File: src/rtl/lsu_pkg.sv
// Shared load/store definitions: FSM states, is_LS field layout, size codes,
// and the offset/alignment helpers used by lsu_ctrl and lsu_align.
package lsu_pkg;

   typedef enum logic [1:0] {S_IDLE, S_REQ, S_WAIT, S_ERR} lsu_state_e;

   localparam int LS_EN     = 3;
   localparam int LS_ST     = 2;
   localparam int LS_SZ_HI  = 1;
   localparam int LS_SZ_LO  = 0;
   localparam int NUM_LANES = 4;

   localparam logic [1:0] SZ_W = 2'b11;
   localparam logic [1:0] SZ_H = 2'b10;
   localparam logic [1:0] SZ_B = 2'b01;

   // Operation captured at accept; held for the life of the bus access.
   typedef struct packed {
      logic       st;
      logic       sign;
      logic [1:0] sz;
      logic [1:0] off;
      logic [4:0] rd;
   } ls_op_t;

   // Byte offset actually used on the bus: half/word snap to natural alignment.
   function automatic logic [1:0] eff_off(input logic [1:0] sz, input logic [1:0] a);
      case (sz)
         SZ_W:    return 2'b00;
         SZ_H:    return {a[1], 1'b0};
         default: return a;
      endcase
   endfunction

   function automatic logic is_misalign(input logic [1:0] sz, input logic [1:0] a);
      return ((sz == SZ_H) && a[0]) || ((sz == SZ_W) && (a != 2'b00));
   endfunction

endpackage

File: src/rtl/lsu_ctrl_if.sv
// Data-memory req/gnt/rvalid bus; master is the LSU, slave is memory.
interface lsu_ctrl_if #(parameter int ADDR_W = 32) ();
   logic              mem_req;
   logic              mem_we;
   logic [ADDR_W-1:0] mem_addr;
   logic [3:0]        mem_be;
   logic [31:0]       mem_wdata;
   logic              mem_gnt;
   logic              mem_rvalid;
   logic [31:0]       mem_rdata;

   modport master (output mem_req, mem_we, mem_addr, mem_be, mem_wdata,
                   input  mem_gnt, mem_rvalid, mem_rdata);
   modport slave  (input  mem_req, mem_we, mem_addr, mem_be, mem_wdata,
                   output mem_gnt, mem_rvalid, mem_rdata);
endinterface

File: src/rtl/lsu_align.sv
// Byte-lane steering for stores and extract/extend for loads; purely combinational.
module lsu_align
   import lsu_pkg::*;
(
   input  logic [1:0]  st_sz,
   input  logic [1:0]  st_off,
   input  logic [31:0] st_data,
   output logic [3:0]  st_be,
   output logic [31:0] st_wdata,
   input  logic [1:0]  ld_sz,
   input  logic [1:0]  ld_off,
   input  logic        ld_sign,
   input  logic [31:0] ld_rdata,
   output logic [31:0] ld_data
);

   logic [NUM_LANES-1:0][7:0] lane_w;
   logic [31:0]               r;

   for (genvar i = 0; i < NUM_LANES; i++) begin : g_lane
      localparam logic [1:0] LN = 2'(i);
      assign st_be[i]  = (st_sz == SZ_W) |
                         ((st_sz == SZ_H) ? (st_off[1] == LN[1]) : (st_off == LN));
      assign lane_w[i] = (st_sz == SZ_W) ? st_data[8*i +: 8] :
                         (st_sz == SZ_H) ? st_data[8*(i%2) +: 8] : st_data[7:0];
   end
   assign st_wdata = lane_w;

   assign r = ld_rdata >> {ld_off, 3'b000};

   always_comb begin
      ld_data = r;
      case (ld_sz)
         SZ_W:    ld_data = r;
         SZ_H:    ld_data = {{16{ld_sign & r[15]}}, r[15:0]};
         default: ld_data = {{24{ld_sign & r[7]}}, r[7:0]};
      endcase
   end

endmodule

File: src/rtl/lsu_ctrl.sv
// Load/store control: single-outstanding bus FSM, capture regs and timeout.
// LSU_MISALIGN_TRAP_EN: misaligned half/word accesses trap via ERR instead of issuing.
module lsu_ctrl
   import lsu_pkg::*;
#(
   parameter int ADDR_W    = 32,
   parameter int TO_CYCLES = 255
) (
   input  logic              CLK,
   input  logic              RST,
   input  logic              ls_vld,
   input  logic [3:0]        ls_ctrl,
   input  logic              ls_sign,
   input  logic [ADDR_W-1:0] ls_addr,
   input  logic [31:0]       ls_wdata,
   input  logic [4:0]        ls_rd,
   input  logic              ls_flush,
   output logic              lsu_busy,
   lsu_ctrl_if.master        mem,
   output logic              wb_vld,
   output logic [4:0]        wb_rd,
   output logic [31:0]       wb_data,
   output logic              st_done,
   output logic              bus_err,
   output logic              lsu_misalign
);

   lsu_state_e  state, state_nxt;
   ls_op_t      op;
   logic [15:0] to_cnt;
   logic        acc, to_hit, trap;
   logic        st_done_nxt, wb_nxt, err_nxt;
   logic [1:0]  in_sz, in_off;
   logic [3:0]  st_be;
   logic [31:0] st_wdata, ld_data;

   assign in_sz    = ls_ctrl[LS_SZ_HI:LS_SZ_LO];
   assign in_off   = eff_off(in_sz, ls_addr[1:0]);
   assign acc      = ls_vld & ls_ctrl[LS_EN] & ~ls_flush & (state == S_IDLE);
   assign lsu_busy = acc | (state != S_IDLE);
   assign to_hit   = (to_cnt == 16'(TO_CYCLES - 1));

`ifdef LSU_MISALIGN_TRAP_EN
   assign trap = is_misalign(in_sz, ls_addr[1:0]);
`else
   assign trap = 1'b0;
`endif

   lsu_align u_align (
      .st_sz    (in_sz),
      .st_off   (in_off),
      .st_data  (ls_wdata),
      .st_be    (st_be),
      .st_wdata (st_wdata),
      .ld_sz    (op.sz),
      .ld_off   (op.off),
      .ld_sign  (op.sign),
      .ld_rdata (mem.mem_rdata),
      .ld_data  (ld_data)
   );

   // Awaited gnt/rvalid is checked before the timeout so a last-cycle response wins.
   always_comb begin
      state_nxt   = state;
      st_done_nxt = 1'b0;
      wb_nxt      = 1'b0;
      err_nxt     = 1'b0;
      case (state)
         S_IDLE: if (acc) state_nxt = trap ? S_ERR : S_REQ;
         S_REQ: begin
            if (mem.mem_gnt) begin
               state_nxt   = op.st ? S_IDLE : S_WAIT;
               st_done_nxt = op.st;
            end else if (to_hit) begin
               state_nxt = S_IDLE;
               err_nxt   = 1'b1;
            end
         end
         S_WAIT: begin
            if (mem.mem_rvalid) begin
               state_nxt = S_IDLE;
               wb_nxt    = 1'b1;
            end else if (to_hit) begin
               state_nxt = S_IDLE;
               err_nxt   = 1'b1;
            end
         end
         default: state_nxt = S_IDLE;
      endcase
   end

   always_ff @(posedge CLK) begin
      if (RST) begin
         state         <= S_IDLE;
         op            <= '0;
         to_cnt        <= '0;
         mem.mem_req   <= 1'b0;
         mem.mem_we    <= 1'b0;
         mem.mem_addr  <= '0;
         mem.mem_be    <= '0;
         mem.mem_wdata <= '0;
         wb_vld        <= 1'b0;
         wb_rd         <= '0;
         wb_data       <= '0;
         st_done       <= 1'b0;
         bus_err       <= 1'b0;
         lsu_misalign  <= 1'b0;
      end else begin
         state       <= state_nxt;
         mem.mem_req <= (state_nxt == S_REQ);
         st_done     <= st_done_nxt;
         wb_vld      <= wb_nxt;
         bus_err     <= err_nxt;
`ifdef LSU_MISALIGN_TRAP_EN
         lsu_misalign <= (state_nxt == S_ERR);
`else
         lsu_misalign <= 1'b0;
`endif
         if (acc)
            to_cnt <= '0;
         else if (state == S_REQ || state == S_WAIT)
            to_cnt <= to_cnt + 16'd1;
         if (acc) begin
            op            <= '{st: ls_ctrl[LS_ST], sign: ls_sign, sz: in_sz, off: in_off, rd: ls_rd};
            mem.mem_we    <= ls_ctrl[LS_ST];
            mem.mem_addr  <= {ls_addr[ADDR_W-1:2], 2'b00};
            mem.mem_be    <= st_be;
            mem.mem_wdata <= st_wdata;
         end
         if (state == S_WAIT && mem.mem_rvalid) begin
            wb_rd   <= op.rd;
            wb_data <= ld_data;
         end
      end
   end

endmodule

File: src/flat_wrapper.sv
// flat-port wrapper written by rule: the top's interface ports become plain ports
module lsu_ctrl_flat import lsu_pkg::*;
#(
   parameter int ADDR_W    = 32,
   parameter int TO_CYCLES = 255
)
  (CLK, RST, ls_vld, ls_ctrl, ls_sign, ls_addr, ls_wdata, ls_rd, ls_flush, lsu_busy, wb_vld, wb_rd, wb_data, st_done, bus_err, lsu_misalign, mem_mem_req, mem_mem_we, mem_mem_addr, mem_mem_be, mem_mem_wdata, mem_mem_gnt, mem_mem_rvalid, mem_mem_rdata);
  lsu_ctrl_if #(.ADDR_W(ADDR_W)) mem_i ();
  input  logic CLK;
  input  logic RST;
  input  logic ls_vld;
  input  logic [3:0] ls_ctrl;
  input  logic ls_sign;
  input  logic [ADDR_W-1:0] ls_addr;
  input  logic [31:0] ls_wdata;
  input  logic [4:0] ls_rd;
  input  logic ls_flush;
  output logic lsu_busy;
  output logic wb_vld;
  output logic [4:0] wb_rd;
  output logic [31:0] wb_data;
  output logic st_done;
  output logic bus_err;
  output logic lsu_misalign;
  output wire logic [$bits(mem_i.mem_req)-1:0] mem_mem_req;
  output wire logic [$bits(mem_i.mem_we)-1:0] mem_mem_we;
  output wire logic [$bits(mem_i.mem_addr)-1:0] mem_mem_addr;
  output wire logic [$bits(mem_i.mem_be)-1:0] mem_mem_be;
  output wire logic [$bits(mem_i.mem_wdata)-1:0] mem_mem_wdata;
  input wire logic [$bits(mem_i.mem_gnt)-1:0] mem_mem_gnt;
  input wire logic [$bits(mem_i.mem_rvalid)-1:0] mem_mem_rvalid;
  input wire logic [$bits(mem_i.mem_rdata)-1:0] mem_mem_rdata;
  assign mem_mem_req = mem_i.mem_req;
  assign mem_mem_we = mem_i.mem_we;
  assign mem_mem_addr = mem_i.mem_addr;
  assign mem_mem_be = mem_i.mem_be;
  assign mem_mem_wdata = mem_i.mem_wdata;
  assign mem_i.mem_gnt = mem_mem_gnt;
  assign mem_i.mem_rvalid = mem_mem_rvalid;
  assign mem_i.mem_rdata = mem_mem_rdata;
  lsu_ctrl #(.ADDR_W(ADDR_W), .TO_CYCLES(TO_CYCLES)) u_core (.CLK(CLK), .RST(RST), .ls_vld(ls_vld), .ls_ctrl(ls_ctrl), .ls_sign(ls_sign), .ls_addr(ls_addr), .ls_wdata(ls_wdata), .ls_rd(ls_rd), .ls_flush(ls_flush), .lsu_busy(lsu_busy), .mem(mem_i), .wb_vld(wb_vld), .wb_rd(wb_rd), .wb_data(wb_data), .st_done(st_done), .bus_err(bus_err), .lsu_misalign(lsu_misalign));
endmodule
File: config.mk
export PLATFORM = sky130hd
export DESIGN_NAME = lsu_ctrl_flat
export DESIGN_NICKNAME = d
export VERILOG_FILES = /design/src/rtl/lsu_pkg.sv /design/src/rtl/lsu_ctrl_if.sv /design/src/rtl/lsu_align.sv /design/src/rtl/lsu_ctrl.sv /design/src/flat_wrapper.sv
export SDC_FILE = /design/constraint.sdc
export NUM_CORES = 1
export LEC_CHECK = 0
export ABC_AREA = 1
export CAP_MARGIN = 20
export CORE_ASPECT_RATIO = 1.25
export CORE_UTILIZATION = 46
export DETAILED_ROUTE_END_ITERATION = 16
export PLACE_DENSITY_LB_ADDON = 0.25
export SYNTH_ARGS = -nofsm -noshare
export SYNTH_HDL_FRONTEND = slang
export SYNTH_HIERARCHICAL = 1
export SYNTH_SLANG_ARGS = --single-unit
export TNS_END_PERCENT = 20
File: constraint.sdc
create_clock -name CLK -period 2.13 [get_ports CLK]
set_clock_uncertainty 0.15 [all_clocks]
set_input_delay 0.426 -clock CLK [delete_from_list [all_inputs] [get_ports CLK]]
set_output_delay 0.426 -clock CLK [all_outputs]
set_load 0.01 [all_outputs]
==> impl_metrics.env, run 1 <==
export IMPL_criticalPathCategory="flip-flop to primary output"
export IMPL_ant_nets=0
export IMPL_h_tree_depth=4
export IMPL_fin_crit_sh_pct=95.9
export IMPL_synthArstFlopShare_pct=0
export IMPL_rsz0062_at_grt="no"
export IMPL_synth_area_top_cells="dfxtp_1 (41%), nand2_1 (11%), a21oi_1 (8.0%)"
export IMPL_yosys_warnings=6
export IMPL_port_buffers=220
export IMPL_clock_latency_ns=0.42
export IMPL_drive_gt1_share_pct=11.3
export IMPL_syn_avg_cell_area_um2=7.27
export IMPL_endpoint_kind="primary output"
export IMPL_layout_nets=1227
export IMPL_pre_cts_ws_ns=-0.185
export IMPL_p_leak_nw=3.81
export IMPL_io_pins=224
export IMPL_place_gp_congestion=0.914
export IMPL_diodes=0
export IMPL_rows=48
export IMPL_maxCapViolCount=0
export IMPL_synth_seq_area_share_pct=41.2
export IMPL_clk_pin_slew_ns=0.06
export IMPL_startpoint_type="flip-flop"
export IMPL_wirelength_mm=18.8
export IMPL_cts_hold_fix_buffers=0
export IMPL_regToRegStartpoint="u_core/op[5]"
export IMPL_slew_headroom_pct=54.8
export IMPL_synth_distinct_cells=39
export IMPL_antenna_found_initial=0
export IMPL_power_total_mw=6.50
export IMPL_slew_viol_final=0
export IMPL_synth_top_flop_cell="dfxtp_1"
export IMPL_hold_viol_final=0
export IMPL_drt_first_pass_iters=5
export IMPL_syn_inst=909
export IMPL_crit_arrival_ns=1.47
export IMPL_critPathMaxFanout=4
export IMPL_cts_made_buffers=17
export IMPL_worst_slack_ns=0.0875
export IMPL_fp_dieH_um=136
export IMPL_status="complete, no violations"
export IMPL_cp_required_ns=1.55
export IMPL_fmax_mhz=490
export IMPL_grt_pass1_vias=6307
export IMPL_synthesis_area_mm2=0.00661
export IMPL_setup_viol=0
export IMPL_whs_ns=0.254
export IMPL_die_w_um=109
export IMPL_avgViaCountPerCell=5.21
export IMPL_ir_drop_mv=0.521
export IMPL_yosys_area_top_type="dfxtp_1"
export IMPL_post_cts_setup_buffers=0
export IMPL_cts_root_buf="clkbuf_16"
export IMPL_core_area_mm2=0.0139
export IMPL_wl_per_cell_um=14.5
export IMPL_period_minus_slack_ns=2.04
export IMPL_tightestPinTransition_ns=0.678
export IMPL_synth_commonest_cells="nand2_1 (186), dfxtp_1 (136), a21oi_1 (106), nor2_1 (105), nand3_1 (103)"
export IMPL_grt_max_degree=79
export IMPL_post_cts_resized=1
export IMPL_cts_buffer_depth=2
export IMPL_yosys_cell_count_top_type="nand2_1"
export IMPL_nFillCells=1219
export IMPL_start_util_pct=47.4
export IMPL_grt_ovfl_total=0
export IMPL_ys_ff_latch=136
export IMPL_drtIter0Drc=312
export IMPL_critPathLaunch="u_core/state[1]"
export IMPL_p_per_area_mw_per_mm2=684
export IMPL_endpoint="lsu_busy"
export IMPL_reg2reg_to="u_core/wb_data[20]"
export IMPL_drc=0
export IMPL_grt_total_usage_pct=26.2
export IMPL_area_growth_syn_to_layout_pct=43.8
export IMPL_vias=6761
export IMPL_synth_edff_count=0
export IMPL_rrSetupSlack_ns=0.34
export IMPL_synth_top_area_share_pct=41.2
export IMPL_hp_class="primary input to flip-flop"
export IMPL_grt_pass1_wl_mm=30.3
export IMPL_r2r_cells=8
export IMPL_dieArea_mm2=0.0149
export IMPL_cts_tree="built"
export IMPL_clock_sinks=136
export IMPL_hpwl_mm=12.9
==> layout make-up <==
cell class	count	area (um^2)	area share, %
Clock inverter	12	151	1.59
Clock buffer	20	447	4.70
Inverter	51	196	2.07
Multi-Input combinational cell	649	3250	34.2
Tap cell	175	219	2.30
Sequential cell	136	2720	28.6
Timing Repair Buffer	254	2510	26.5
==> worst max-delay path, cell delays in order, from the launching register on <==
cell and delay (ns):
dfxtp_1 0.38, inv_1 0.10, ha_4 0.19, o21ai_0 0.10, clkdlybuf4s15_1 0.28
==> how the worst min path moves through the flow <==
stage	start	end	slack, ns	cells past startpoint
5_1_grt	RST	u_core/op[10]	0.25	4
3_5_place_dp	u_core/mem.mem_addr[28]	u_core/mem.mem_addr[28]	0.30	2
2_1_floorplan	u_core/op[4]	u_core/op[4]	0.28	2
6_report	RST	u_core/op[10]	0.25	4
3_3_place_gp	u_core/op[2]	u_core/op[2]	0.30	2
4_1_cts	RST	u_core/op[10]	0.23	4
==> logic make-up (layout without fill, tap and decap cells) <==
kind of cell,Yosys count,count (layout),synth area share (%)
XOR/XNOR,3,3,0.398
flip-flops,136,136,41.2
buffers and inverters,126,337,9.96
adder cells (fa/ha/maj),6,6,1.14
multiplexers,8,8,1.36
other,1,3,0.0567
AND/OR/NAND/NOR,445,445,31.4
AO/OA/AOI/OAI,184,184,14.5
==> placed cells by master, fill, tap and decap left out, drive strengths merged, types with 2 or more instances in the layout <==
| cell | count |
|---|---|
| clkdlybuf4s50 | 218 |
| clkbuf | 20 |
| o21ai | 64 |
| conb | 3 |
| dfxtp | 136 |
| a21oi | 107 |
| nand2 | 198 |
| nor2 | 111 |
| mux2 | 8 |
| or2 | 2 |
| nand3 | 124 |
| nand4 | 2 |
| clkinvlp | 2 |
| xnor2 | 2 |
| inv | 51 |
| o211ai | 11 |
| buf | 35 |
| ha | 6 |
| clkinv | 7 |
| bufinv | 3 |
| nor3 | 7 |
==> registers in the layout (all words and copies together), names as in the netlist <==
name                  cells
u_core/wb_data           32
u_core/state              2
u_core/op                11
u_core/mem.mem_be         4
u_core/st_done            1
u_core/wb_rd              5
u_core/mem.mem_req        1
u_core/to_cnt            16
u_core/wb_vld             1
u_core/mem.mem_wdata     32
u_core/bus_err            1
u_core/mem.mem_addr      30
==> report_power, final <==
part           internal (mW)  switching (mW)
Sequential              2.62          0.0409
Clock                   1.87            1.12
Combinational          0.447           0.417
==> metrics by stage <==
stage	setup TNS [ns]	instance area (um^2)	cells	utilization (%)
5_1_grt	0	9510	1297	68.2
3_3_place_gp	-0.180	8900	1265	63.9
3_5_place_dp	-0.329	8900	1265	63.9
2_1_floorplan	0	6620	911	-
6_report	0	9510	1297	68.2
4_1_cts	0	9490	1297	68.1
==> metal layers <==
| metal | global-route usage (%) | vias up | routed length (um) |
|---|---|---|---|
| li1 | - | 3380 | - |
| met1 | 30.8 | 3087 | 7560 |
| met2 | 42.5 | 253 | 9070 |
| met3 | 9.25 | 41 | 1720 |
| met4 | 11.6 | 0 | 474 |
| met5 | 0 | - | 0 |
Note: power is estimated with default switching activity, not from simulation.
==> run 2, diff against run 1 <==
CORE_MARGIN = 4   (was not set)
MAX_ROUTING_LAYER = met4   (was not set)
TNS_END_PERCENT = not set   (was 20)
==> impl_metrics.env, run 2 (same netlist as run 1, synthesis figures left out) <==
export IMPL_clk_pin_slew_ns=0.06
export IMPL_hpwl_mm=13.8
export IMPL_crit_family="buffers and inverters"
export IMPL_antenna_found_initial=0
export IMPL_rsz0062_at_grt="no"
export IMPL_cts_made_buffers=17
export IMPL_instances_no_fill=1296
export IMPL_cp_required_ns=1.55
export IMPL_fin_area_mm2=0.00955
export IMPL_slew_headroom_pct=63.2
export IMPL_biggestRegsByFlops="u_core/mem.mem_wdata x32, u_core/wb_data x32, u_core/mem.mem_addr x30"
export IMPL_placed_cells=1265
export IMPL_post_cts_resized=1
export IMPL_grt_ovfl_total=0
export IMPL_place_gp_congestion=0.882
export IMPL_diodes=0
export IMPL_cts_tree="built"
export IMPL_pre_cts_ws_ns=-0.240
export IMPL_fmax_mhz=510
export IMPL_drtIter0Drc=490
export IMPL_die_w_um=115
export IMPL_crit_arrival_ns=1.39
export IMPL_drc=0
export IMPL_path_cells="clkdlybuf4s50_1"
export IMPL_grt_pass1_vias=6572
export IMPL_placed_cell_area_mm2=0.00891
export IMPL_clock_sinks=136
export IMPL_startpoint_type="flip-flop"
export IMPL_area_growth_syn_to_layout_pct=44.5
export IMPL_layout_commonest_cell="clkdlybuf4s50_1"
export IMPL_endpoint_kind="primary output"
export IMPL_criticalPathCategory="flip-flop to primary output"
export IMPL_slowest_delay_ns=0.62
export IMPL_hp_class="flip-flop to flip-flop"
export IMPL_critPathMaxFanout=2
export IMPL_dieArea_mm2=0.0164
export IMPL_p_leak_nw=3.83
export IMPL_cp_buffers_inverters=1
export IMPL_cts_root_buf="clkbuf_16"
export IMPL_layout_nets=1227
export IMPL_vias=6691
export IMPL_setup_viol=0
export IMPL_clock_latency_ns=0.42
export IMPL_start_util_pct=47.4
export IMPL_drive_gt1_share_pct=11.2
export IMPL_io_pins=224
export IMPL_drt_first_pass_iters=5
export IMPL_ant_nets=0
export IMPL_maxCapViolCount=0
export IMPL_tightestPinTransition_ns=0.552
export IMPL_slew_viol_final=0
export IMPL_grt_total_usage_pct=24.5
export IMPL_p_per_area_mw_per_mm2=704
export IMPL_cts_buffer_depth=2
export IMPL_slowest_stage="clkdlybuf4s50_1"
export IMPL_fp_dieH_um=142
export IMPL_core_area_mm2=0.0139
export IMPL_fin_crit_sh_pct=92.1
export IMPL_h_tree_depth=4
export IMPL_port_buffers=220
export IMPL_period_minus_slack_ns=1.96
export IMPL_grt_pass1_wl_mm=31.3
export IMPL_avgViaCountPerCell=5.16
export IMPL_cts_hold_fix_buffers=0
export IMPL_ir_drop_mv=0.535
export IMPL_post_cts_setup_buffers=0
export IMPL_wl_per_cell_um=15.0
export IMPL_hold_viol_final=0
export IMPL_worst_slack_ns=0.169
export IMPL_grt_max_degree=76
export IMPL_wirelength_mm=19.5
export IMPL_rows=48
export IMPL_status="complete, no violations"
export IMPL_final_cell_mix="clkdlybuf4s50_1 (218), nand2_1 (186), dfxtp_1 (136)"
==> run 2: cell count changes in the layout (fill, tap and decap cells not counted), sizes merged <==
cell | before | now
clkdlybuf4s15 | 1 | 0
clkbuf | 20 | 26
clkinvlp | 2 | 1
clkinv | 7 | 1
bufinv | 3 | 4
==> run 2: final timing paths <==
path                        startpoint                 to  slack [ns]  depth (start not counted)
setup / recovery  u_core/mem.mem_be[0]      mem_mem_be[0]        0.17                          1
hold / removal            u_core/op[1]       u_core/op[1]        0.31                          2
setup reg to reg       u_core/state[1]  u_core/to_cnt[15]        0.27                          9
hold reg to reg           u_core/op[1]       u_core/op[1]        0.31                          2
==> run 2: cell type report <==
type	instances	area (um^2)
sequential	136	2720
clock inverter	6	136
fill	1217	4380
multi-input combinational	649	3250
inverter	51	196
clock buffer	25	505
timing repair buffer	254	2520
tap	175	219
==> run 2: routing by layer <==
layer	track usage (%)	part of all wire, %
met1	28.1	40
met5	-	0
met3	8.38	9.5
met4	8.53	2.0
met2	39.9	49
==> run 2: per-stage QoR <==
step	TNS (ns)	power [mW]	hold slack, ns	utilization, %
2_1_floorplan	0	3.12	0.280	-
3_3_place_gp	-0.862	3.57	0.292	63.9
3_5_place_dp	-1.05	3.57	0.302	63.9
4_1_cts	0	6.77	0.309	68.5
5_1_grt	0	6.97	0.327	68.6
6_report	0	6.72	0.306	68.6
==> run 2: report_power, final <==
part           switching [mW]  internal [mW]
logic                   0.420          0.446
clock network            1.09           2.11
registers              0.0392           2.62
total                    1.55           5.17
